===== config.mk =====
export PLATFORM = sky130hd
export DESIGN_NAME = hid_multi
export DESIGN_NICKNAME = d
export VERILOG_FILES = /design/src/rtl/hid_pkg.sv /design/src/rtl/hid_quad_axis.sv /design/src/rtl/hid_multi.sv
export SDC_FILE = /design/constraint.sdc
export NUM_CORES = 1
export LEC_CHECK = 0
export BUFFER_PORTS_ARGS = -buffer_cell sky130_fd_sc_hd__buf_2
export CAP_MARGIN = 10
export CELL_PAD_IN_SITES_DETAIL_PLACEMENT = 1
export CELL_PAD_IN_SITES_GLOBAL_PLACEMENT = 1
export CORE_UTILIZATION = 45
export DETAILED_ROUTE_END_ITERATION = 12
export GPL_ROUTABILITY_DRIVEN = 1
export GPL_TIMING_DRIVEN = 0
export PLACE_DENSITY_LB_ADDON = 0.1
export RECOVER_POWER = 50
export SLEW_MARGIN = 20
export SYNTH_ARGS = -nofsm -noshare
export SYNTH_HDL_FRONTEND = slang
export SYNTH_SLANG_ARGS = --single-unit

===== constraint.sdc =====
create_clock -name clk -period 10.2 [get_ports clk]
set_input_delay 0.51 -clock clk [delete_from_list [all_inputs] [get_ports clk]]
set_output_delay 0.51 -clock clk [all_outputs]
set_load 0.03 [all_outputs]

===== src/rtl/hid_pkg.sv =====
// ---------------------------------------------------------------------------
// hid_pkg
//   Shared definitions for the HID endpoint on the IO-MCU byte link:
//   command codes, packet byte-index state encoding and the saturating
//   signed 8-bit adder used by the mouse accumulators.
// ---------------------------------------------------------------------------
package hid_pkg;

  // Command byte values sent by the MCU with data_in_start asserted.
  typedef enum logic [7:0] {
    CMD_STATUS = 8'h00,
    CMD_KEY    = 8'h01,
    CMD_MOUSE  = 8'h02,
    CMD_JOY    = 8'h03,
    CMD_DB9    = 8'h04,
    CMD_CLEAR  = 8'h05
  } hid_cmd_e;

  // Packet state: 0 = idle (no command latched), otherwise the index of the
  // next payload byte. Saturates at ST_MAX so long packets cannot wrap into
  // a low byte index and re-trigger byte-1/2/3 actions.
  localparam int STATE_W = 4;
  localparam logic [STATE_W-1:0] ST_IDLE = '0;
  localparam logic [STATE_W-1:0] ST_B1   = STATE_W'(1);
  localparam logic [STATE_W-1:0] ST_B2   = STATE_W'(2);
  localparam logic [STATE_W-1:0] ST_B3   = STATE_W'(3);
  localparam logic [STATE_W-1:0] ST_MAX  = '1;

  // Signed 8-bit add clamped to [-128, +127]. Overflow is detected by the
  // 9-bit sum's top two bits disagreeing; the sign bit then says which rail.
  function automatic logic [7:0] sat_add8(input logic signed [7:0] a,
                                          input logic signed [7:0] b);
    logic [8:0] sum;
    sum = {a[7], a} + {b[7], b};
    if (sum[8] != sum[7]) begin
      return sum[8] ? 8'h80 : 8'h7f;
    end
    return sum[7:0];
  endfunction

endpackage


===== src/rtl/hid_quad_axis.sv =====
// ---------------------------------------------------------------------------
// hid_quad_axis
//   One mouse axis: a signed 8-bit saturating accumulator of MCU deltas that
//   is drained by one unit per tick, emitting one gray-code quadrature step
//   per unit drained.
// Ports
//   clk, reset     system clock, synchronous active-high reset
//   tick_i         step enable (one cycle per quadrature period)
//   delta_valid_i  delta_i is a new delta to add this cycle
//   delta_i        signed 8-bit delta
//   phase_o        quadrature phases {p1, p0}
// ---------------------------------------------------------------------------
module hid_quad_axis
  import hid_pkg::*;
(
  input  logic       clk,
  input  logic       reset,
  input  logic       tick_i,
  input  logic       delta_valid_i,
  input  logic [7:0] delta_i,
  output logic [1:0] phase_o
);

  logic signed [7:0] acc_q, acc_d;
  logic signed [7:0] acc_stepped;
  logic [1:0]        phase_q, phase_d;

  always_comb begin
    acc_stepped = acc_q;
    phase_d     = phase_q;
    if (tick_i && (acc_q != '0)) begin
      if (acc_q[7]) begin
        acc_stepped = acc_q + 8'sd1;
        phase_d     = {phase_q[0], ~phase_q[1]};
      end else begin
        acc_stepped = acc_q - 8'sd1;
        phase_d     = {~phase_q[0], phase_q[1]};
      end
    end
    // Adding onto the already-stepped value gives sat(acc - sign(acc) + delta)
    // when a delta coincides with a tick, and sat(acc + delta) otherwise.
    acc_d = delta_valid_i ? sat_add8(acc_stepped, delta_i) : acc_stepped;
  end

  always_ff @(posedge clk) begin
    if (reset) begin
      acc_q   <= '0;
      phase_q <= '0;
    end else begin
      acc_q   <= acc_d;
      phase_q <= phase_d;
    end
  end

  assign phase_o = phase_q;

endmodule


===== src/rtl/hid_multi.sv =====
// ---------------------------------------------------------------------------
// hid_multi
//   HID endpoint on the IO-MCU byte link. Decodes MCU packets into the 8x8
//   C64 keyboard matrix, NUM_JOY joysticks and a quadrature mouse, and
//   reports local DB9 changes to the MCU by interrupt.
// Ports
//   clk, reset             system clock, synchronous active-high reset
//   data_in_strobe/_start  byte valid / byte is a command byte
//   data_in, data_out      MCU byte in, registered reply byte out
//   db9_port, irq, iack    local DB9 state, change interrupt, acknowledge
//   joystick               joystick j on [8*j+7:8*j]
//   keyboard_matrix_out/in column drive / row sense, both active low
//   mouse_btns, mouse_x/y  button state, quadrature phases
//   mouse_strobe           one-cycle pulse on every mouse packet byte 3
// ---------------------------------------------------------------------------
module hid_multi
  import hid_pkg::*;
#(
  parameter int         NUM_JOY     = 2,
  parameter int         MOUSE_DIV_W = 14,
  parameter logic [7:0] VERSION     = 8'h5c
) (
  input  logic                 clk,
  input  logic                 reset,
  input  logic                 data_in_strobe,
  input  logic                 data_in_start,
  input  logic [7:0]           data_in,
  output logic [7:0]           data_out,
  input  logic [5:0]           db9_port,
  output logic                 irq,
  input  logic                 iack,
  output logic [8*NUM_JOY-1:0] joystick,
  input  logic [7:0]           keyboard_matrix_out,
  output logic [7:0]           keyboard_matrix_in,
  output logic [1:0]           mouse_btns,
  output logic [1:0]           mouse_x,
  output logic [1:0]           mouse_y,
  output logic                 mouse_strobe
);

  logic [STATE_W-1:0]     state_q, state_d;
  logic [7:0]             cmd_q, cmd_d;
  logic [7:0]             dev_q, dev_d;
  logic [7:0]             dout_q, dout_d;
  logic [7:0][7:0]        keys_q, keys_d;     // keys[column][row], 1 = released
  logic [7:0]             joy_q [NUM_JOY];
  logic [7:0]             joy_d [NUM_JOY];
  logic [1:0]             btns_q, btns_d;
  logic                   irq_q, irq_d;
  logic                   irq_en_q, irq_en_d;
  logic [5:0]             db9_q, db9_d;
  logic                   strobe_q, strobe_d;
  logic [MOUSE_DIV_W-1:0] div_q;
  logic                   tick;
  logic                   dx_valid, dy_valid;
  logic                   payload;

  assign tick    = (div_q == '0);
  assign payload = data_in_strobe && !data_in_start && (state_q != ST_IDLE);

  always_comb begin
    state_d  = state_q;
    cmd_d    = cmd_q;
    dev_d    = dev_q;
    dout_d   = dout_q;
    keys_d   = keys_q;
    joy_d    = joy_q;
    btns_d   = btns_q;
    irq_d    = irq_q;
    irq_en_d = irq_en_q;
    db9_d    = db9_q;
    strobe_d = 1'b0;
    dx_valid = 1'b0;
    dy_valid = 1'b0;

    // DB9 change detect: one-shot until re-armed by a DB9 command.
    if (irq_en_q) begin
      db9_d = db9_port;
    end
    if (irq_en_q && (db9_port != db9_q)) begin
      irq_d    = 1'b1;
      irq_en_d = 1'b0;
    end else if (iack) begin
      irq_d = 1'b0;
    end

    if (data_in_strobe && data_in_start) begin
      cmd_d   = data_in;
      state_d = ST_B1;
    end else if (payload) begin
      if (state_q != ST_MAX) begin
        state_d = state_q + STATE_W'(1);
      end
      case (cmd_q)
        CMD_STATUS: begin
          if (state_q == ST_B1) dout_d = VERSION;
          else if (state_q == ST_B2) dout_d = 8'(NUM_JOY);
        end
        CMD_KEY: begin
          if (state_q == ST_B1) keys_d[data_in[2:0]][data_in[5:3]] = data_in[7];
        end
        CMD_MOUSE: begin
          if (state_q == ST_B1) btns_d = data_in[1:0];
          if (state_q == ST_B2) dx_valid = 1'b1;
          if (state_q == ST_B3) begin
            dy_valid = 1'b1;
            strobe_d = 1'b1;
          end
        end
        CMD_JOY: begin
          if (state_q == ST_B1) dev_d = data_in;
          if (state_q == ST_B2) begin
            // Out-of-range device indices match no channel and are dropped.
            for (int j = 0; j < NUM_JOY; j++) begin
              if (dev_q == 8'(j)) joy_d[j] = data_in;
            end
          end
        end
        CMD_DB9: begin
          dout_d = {2'b00, db9_port};
          if (state_q == ST_B1) begin
            // Arm with the current port value as the reference.
            irq_en_d = 1'b1;
            db9_d    = db9_port;
          end
        end
        CMD_CLEAR: begin
          if (state_q == ST_B1) begin
            keys_d = '1;
            for (int j = 0; j < NUM_JOY; j++) joy_d[j] = '0;
          end
        end
        default: ;
      endcase
    end
  end

  always_ff @(posedge clk) begin
    if (reset) begin
      state_q  <= ST_IDLE;
      cmd_q    <= '0;
      dev_q    <= '0;
      dout_q   <= '0;
      keys_q   <= '1;
      for (int j = 0; j < NUM_JOY; j++) joy_q[j] <= '0;
      btns_q   <= '0;
      irq_q    <= 1'b0;
      irq_en_q <= 1'b0;
      db9_q    <= '0;
      strobe_q <= 1'b0;
      div_q    <= '0;
    end else begin
      state_q  <= state_d;
      cmd_q    <= cmd_d;
      dev_q    <= dev_d;
      dout_q   <= dout_d;
      keys_q   <= keys_d;
      joy_q    <= joy_d;
      btns_q   <= btns_d;
      irq_q    <= irq_d;
      irq_en_q <= irq_en_d;
      db9_q    <= db9_d;
      strobe_q <= strobe_d;
      div_q    <= div_q + MOUSE_DIV_W'(1);
    end
  end

  hid_quad_axis u_axis_x (
    .clk           (clk),
    .reset         (reset),
    .tick_i        (tick),
    .delta_valid_i (dx_valid),
    .delta_i       (data_in),
    .phase_o       (mouse_x)
  );

  hid_quad_axis u_axis_y (
    .clk           (clk),
    .reset         (reset),
    .tick_i        (tick),
    .delta_valid_i (dy_valid),
    .delta_i       (data_in),
    .phase_o       (mouse_y)
  );

  // Keyboard rows: a column only contributes while it is driven low.
  logic [7:0] col_term [8];

  genvar gi;
  generate
    for (gi = 0; gi < 8; gi++) begin : g_col
      assign col_term[gi] = keyboard_matrix_out[gi] ? 8'hff : keys_q[gi];
    end
    for (gi = 0; gi < NUM_JOY; gi++) begin : g_joy
      assign joystick[8*gi +: 8] = joy_q[gi];
    end
  endgenerate

  always_comb begin
    keyboard_matrix_in = 8'hff;
    for (int c = 0; c < 8; c++) keyboard_matrix_in = keyboard_matrix_in & col_term[c];
  end

  assign data_out     = dout_q;
  assign irq          = irq_q;
  assign mouse_btns   = btns_q;
  assign mouse_strobe = strobe_q;

endmodule


==> metrics.sh <==
RUN_STATUS='finished, final reports clean'
CLOCK_SINK_COUNT=152
CTS_TREE='done'
DRV.MAX_CAP_VIOLATION_COUNT=0
DETAIL_ROUTE.WIRELENGTH_MM=27.0
FINAL_NETS=1200
SYNTH_LARGEST_TYPE_AREA_FRACTION=0.355
LAYOUT_COMMONEST_CELL='sky130_fd_sc_hd__dfxtp_1'
GRT.OVERFLOW.TOTAL=0
SYNTH.FF_LATCH_COUNT=152
R2R_SLACK_NS=5.11
ANTENNA-DIODE-COUNT=0
VIA_PER_INST=5.87
RSZ_0062_RAISED_AFTER_GLOBAL_ROUTING='no'
PLACEMENTROWS=50
GRT_UTIL_ALL_LAYERS=0.282
POSTSYNTHNETCOUNT=1125
FINALSETUPVIOLCOUNT=0
DETAILED_ROUTE_VIA_COUNT=8079
DRTITER0DRC=432
HOLD_SLACK_NS=0.336
CP-END-KIND='flip-flop'
GRT_ANTENNA_BEFORE_REPAIR=0
VIA_COUNT_OF_THE_FIRST_GLOBAL_ROUTING_PASS=8156
TOP_PORTS=67
GRT_FIRST_PASS_WIRELENGTH_MM=43.3
MIN_TO='irq$_SDFFE_PP0P_'
DETAILEDPLACEMENTHPWL_MM=19.6
CRIT_TYPE='reg -> reg'
YOSYS_WARNINGS=0
COUNT_OF_ENDPOINTS_FAILING_HOLD_IN_THE_FINAL_TIMING_REPORT=0
POST-CTS-SETUP-BUFFER-COUNT=0
WORST_R2R_PATH_DEPTH=15
FILLCELLCOUNT=2323
TIMING.CRITICAL_PATH.REQUIRED_NS=10.48
DRC_ERRORS=0
CRITPATHARRIVALTIME_NS=5.36
HOLD_BUFFERS=0
YS_DOMINANT_REG_CELL='sky130_fd_sc_hd__dfxtp_1'
MAXSLEWHEADROOM=0.140
NUMPORTBUFFERS=56
HIGHEST_COUNT_CELLS_IN_THE_LAYOUT_IGNORING_FILL_AND_TAPS='152 x sky130_fd_sc_hd__dfxtp_1, 106 x sky130_fd_sc_hd__a21oi_1, 101 x sky130_fd_sc_hd__nor2_1'
TOTAL_SWITCHING_POWER_W=0.00105
AREA.GROWTH.SYNTH_TO_FINAL_PCT=12.7
GRT_MAX_DEGREE=17
CP-START-KIND='flip-flop'
CRITICAL_PATH.SLOWEST_CELL='sky130_fd_sc_hd__or4b_2'
LAYOUT_WORST_PATH_CYCLE_SHARE=0.499
CRITICAL-PATH-MAX-STAGE-DELAY_NS=0.59
FLOORPLAN.INITIALDENSITY=0.458
CTS_ROOT_BUFFER='sky130_fd_sc_hd__clkbuf_16'
YS_SEQ_AREA_FRAC=0.355
MAXCLOCKFREQUENCY_MHz=197
FIN_AREA_UM2=9670
POWER_DENSITY_nW_PER_UM2=267
RR_ENDPOINT='u_axis_y.acc_q[1]$_SDFF_PP0_'
CRITPATHBUFINV=2
WORST_PATH_FANOUT_MAX=8
HOLDCRITSTARTPOINT='iack'
OVERALL_DIE_AREA_UM2=19600
PLACE_CONGESTION=0.892
CLOCK_TREE.HTREE_LEVEL_COUNT=4
PATH_CELLS='inv_1 -> ha_1 -> or4b_2 -> nor4_1 -> nor2_1 -> a21boi_0 -> inv_1 -> ha_1 -> fa_1 -> a211oi_1 -> o21bai_1 -> a21oi_1 -> a211oi_1 -> a21oi_1 -> a221oi_1'
POST_SYNTH.CELL_AREA_AVG_UM2=8.12
ASR_FLOP_RATIO_SYNTH=0
POWER_W=0.00258
DIE_X_UM=140
SYNTH_CELL_TYPE_COUNT=64
P_LEAK_nW=4.00
POSTCTSRESIZEDCELLS=0
SYNTH.LARGEST_AREA_CELL='sky130_fd_sc_hd__dfxtp_1'
DETAIL_ROUTE.FIRST_PASS.ITERATIONS=5
POST_SYNTH_MAIN_AREA_CONTRIBUTORS='sky130_fd_sc_hd__dfxtp_1 35%, sky130_fd_sc_hd__a21oi_1 6.2%, sky130_fd_sc_hd__ha_1 5.5%, sky130_fd_sc_hd__nor2_1 4.4%, sky130_fd_sc_hd__mux2i_1 4.2%'
SYNTH-EDFF-COUNT=0
CRIT-REG2REG-LAUNCH='u_axis_y.acc_q[7]$_SDFF_PP0_'
PERIOD_NEEDED_NS=5.09
TIMING.HOLD.WORST.CLASS='in -> reg'
TNS_NS=0
TIMING.HOLD.WORST_PATH_DEPTH=3
SYN_INST=1056
CLK_PIN_SLEW_WORST_PATHS_NS=0.07
ROUTE.DETAILED.WL_PER_INST_UM=19.6
POSTROUTEANTENNANETS=0
REPORT.FINAL.SLEW_VIOL_COUNT=0
POWER.IR.VDD_WORST_uV=118
SWITCHING_SHARE=0.408
PLACED_AREA_UM2=9150
DIE_HEIGHT_UM=140
SYN-CELL-AREA_UM2=8570
DRIVE_ABOVE_1_SHARE=0.0656
TIGHTEST_SLEW_NS=1.28
PATH_DELAY_FAMILY='compound AO/OA/AOI/OAI gates'
CLOCK_LATENCY_NS=0.44
PWR-SHARE-COMB=0.483
NUMBER_OF_CTS_INSERTED_BUFFERS=17
CLK_PATH_BUF_DEPTH=2
FINALCLOCKSKEW_NS=0.0161
POWER.SEQUENTIAL.FRACTION=0.261
P_INT_W=0.00153
CORE_AREA_UM2=18700
CLOCK_POWER_SHARE=0.256
==> synth_stat cells, drive strengths merged (4+ instances only) <==
master / count
dfxtp: 152
nor2: 101
and3: 7
nor3b: 6
or2: 5
nand2: 84
nor3: 12
ha: 38
a211o: 4
nand3b: 6
a22oi: 5
nor2b: 17
clkbuf: 52
a211oi: 10
nor4b: 5
o21ai: 83
nand3: 33
fa: 4
nor4: 15
nand2b: 32
inv: 27
o21a: 8
nand4: 9
a221oi: 10
a21oi: 106
o22ai: 34
a21o: 14
xnor2: 19
or3: 5
o21bai: 47
xor2: 16
buf: 16
and2: 4
mux2i: 36
==> power by group through the flow <==
stage          clock [W]  combinational [W]  sequential (W)
3_3_place_gp           0            0.00119        0.000687
3_5_place_dp           0            0.00122        0.000688
5_1_grt         0.000696            0.00140        0.000680
6_report        0.000659            0.00124        0.000674
4_1_cts         0.000666            0.00125        0.000675
2_1_floorplan          0           0.000959        0.000691
==> worst max path at each step <==
stage | start | endpoint | cells after the start
floorplan | u_axis_x.acc_q[7]$_SDFF_PP0_ | u_axis_x.acc_q[4]$_SDFF_PP0_ | 16
global placement | u_axis_x.acc_q[7]$_SDFF_PP0_ | u_axis_x.acc_q[4]$_SDFF_PP0_ | 16
detailed placement | u_axis_x.acc_q[7]$_SDFF_PP0_ | u_axis_x.acc_q[4]$_SDFF_PP0_ | 16
CTS | u_axis_x.acc_q[7]$_SDFF_PP0_ | u_axis_x.acc_q[4]$_SDFF_PP0_ | 16
global route | u_axis_y.acc_q[7]$_SDFF_PP0_ | u_axis_y.acc_q[0]$_SDFF_PP0_ | 15
finish | u_axis_y.acc_q[7]$_SDFF_PP0_ | u_axis_y.acc_q[1]$_SDFF_PP0_ | 15
==> cell families after synthesis <==
logic type | count (synthesis) | share of synthesized area
AO/OA/AOI/OAI | 345 | 0.247
XOR/XNOR | 35 | 0.0358
adder cells (fa/ha/maj) | 42 | 0.0648
buffers and inverters | 95 | 0.0489
flip-flops | 152 | 0.355
multiplexers | 37 | 0.0433
other | 1 | 0.000437
AND/OR/NAND/NOR | 349 | 0.205
==> sequential cells by signal, summed over array words and instances (netlist names) <==
name,cells
cmd_q,8
data_out,7
db9_q,6
dev_q,8
div_q,14
irq,1
irq_en_q,1
joystick,16
keys_q,64
mouse_btns,2
mouse_strobe,1
state_q,4
u_axis_x.acc_q,8
u_axis_x.phase_o,2
u_axis_y.acc_q,8
u_axis_y.phase_o,2
==> stage by stage <==
step	instances	worst slack, ns	utilization
global placement	1346	5.40	0.489
global route	1377	4.72	0.517
finish	1377	5.11	0.517
floorplan	1056	6.21	-
detailed placement	1346	5.38	0.489
CTS	1377	5.33	0.521
==> worst reg2reg max path: cells and delay by family (launching register included) <==
kind	cells	cell delay, ns
compound gates	7	1.97
fa+ha+maj	3	0.89
buf+inv	2	0.35
flops	1	0.38
simple gates	3	1.35
==> routing by layer <==
metal	track usage	wire length, um
met5	0	0
met4	0.109	775
met3	0.0434	782
met2	0.473	12700
met1	0.363	12700
==> layout make-up <==
type	instances	area [um^2]	share of cell area
multi-input cells	809	5090	0.526
flip-flops and latches	152	3040	0.315
clock buffers	17	425	0.0440
plain buffers	68	308	0.0318
well taps	234	293	0.0303
repair buffers	56	231	0.0239
clock inverters	14	178	0.0184
inverters	27	101	0.0105
(Power assumes the default switching activity.)
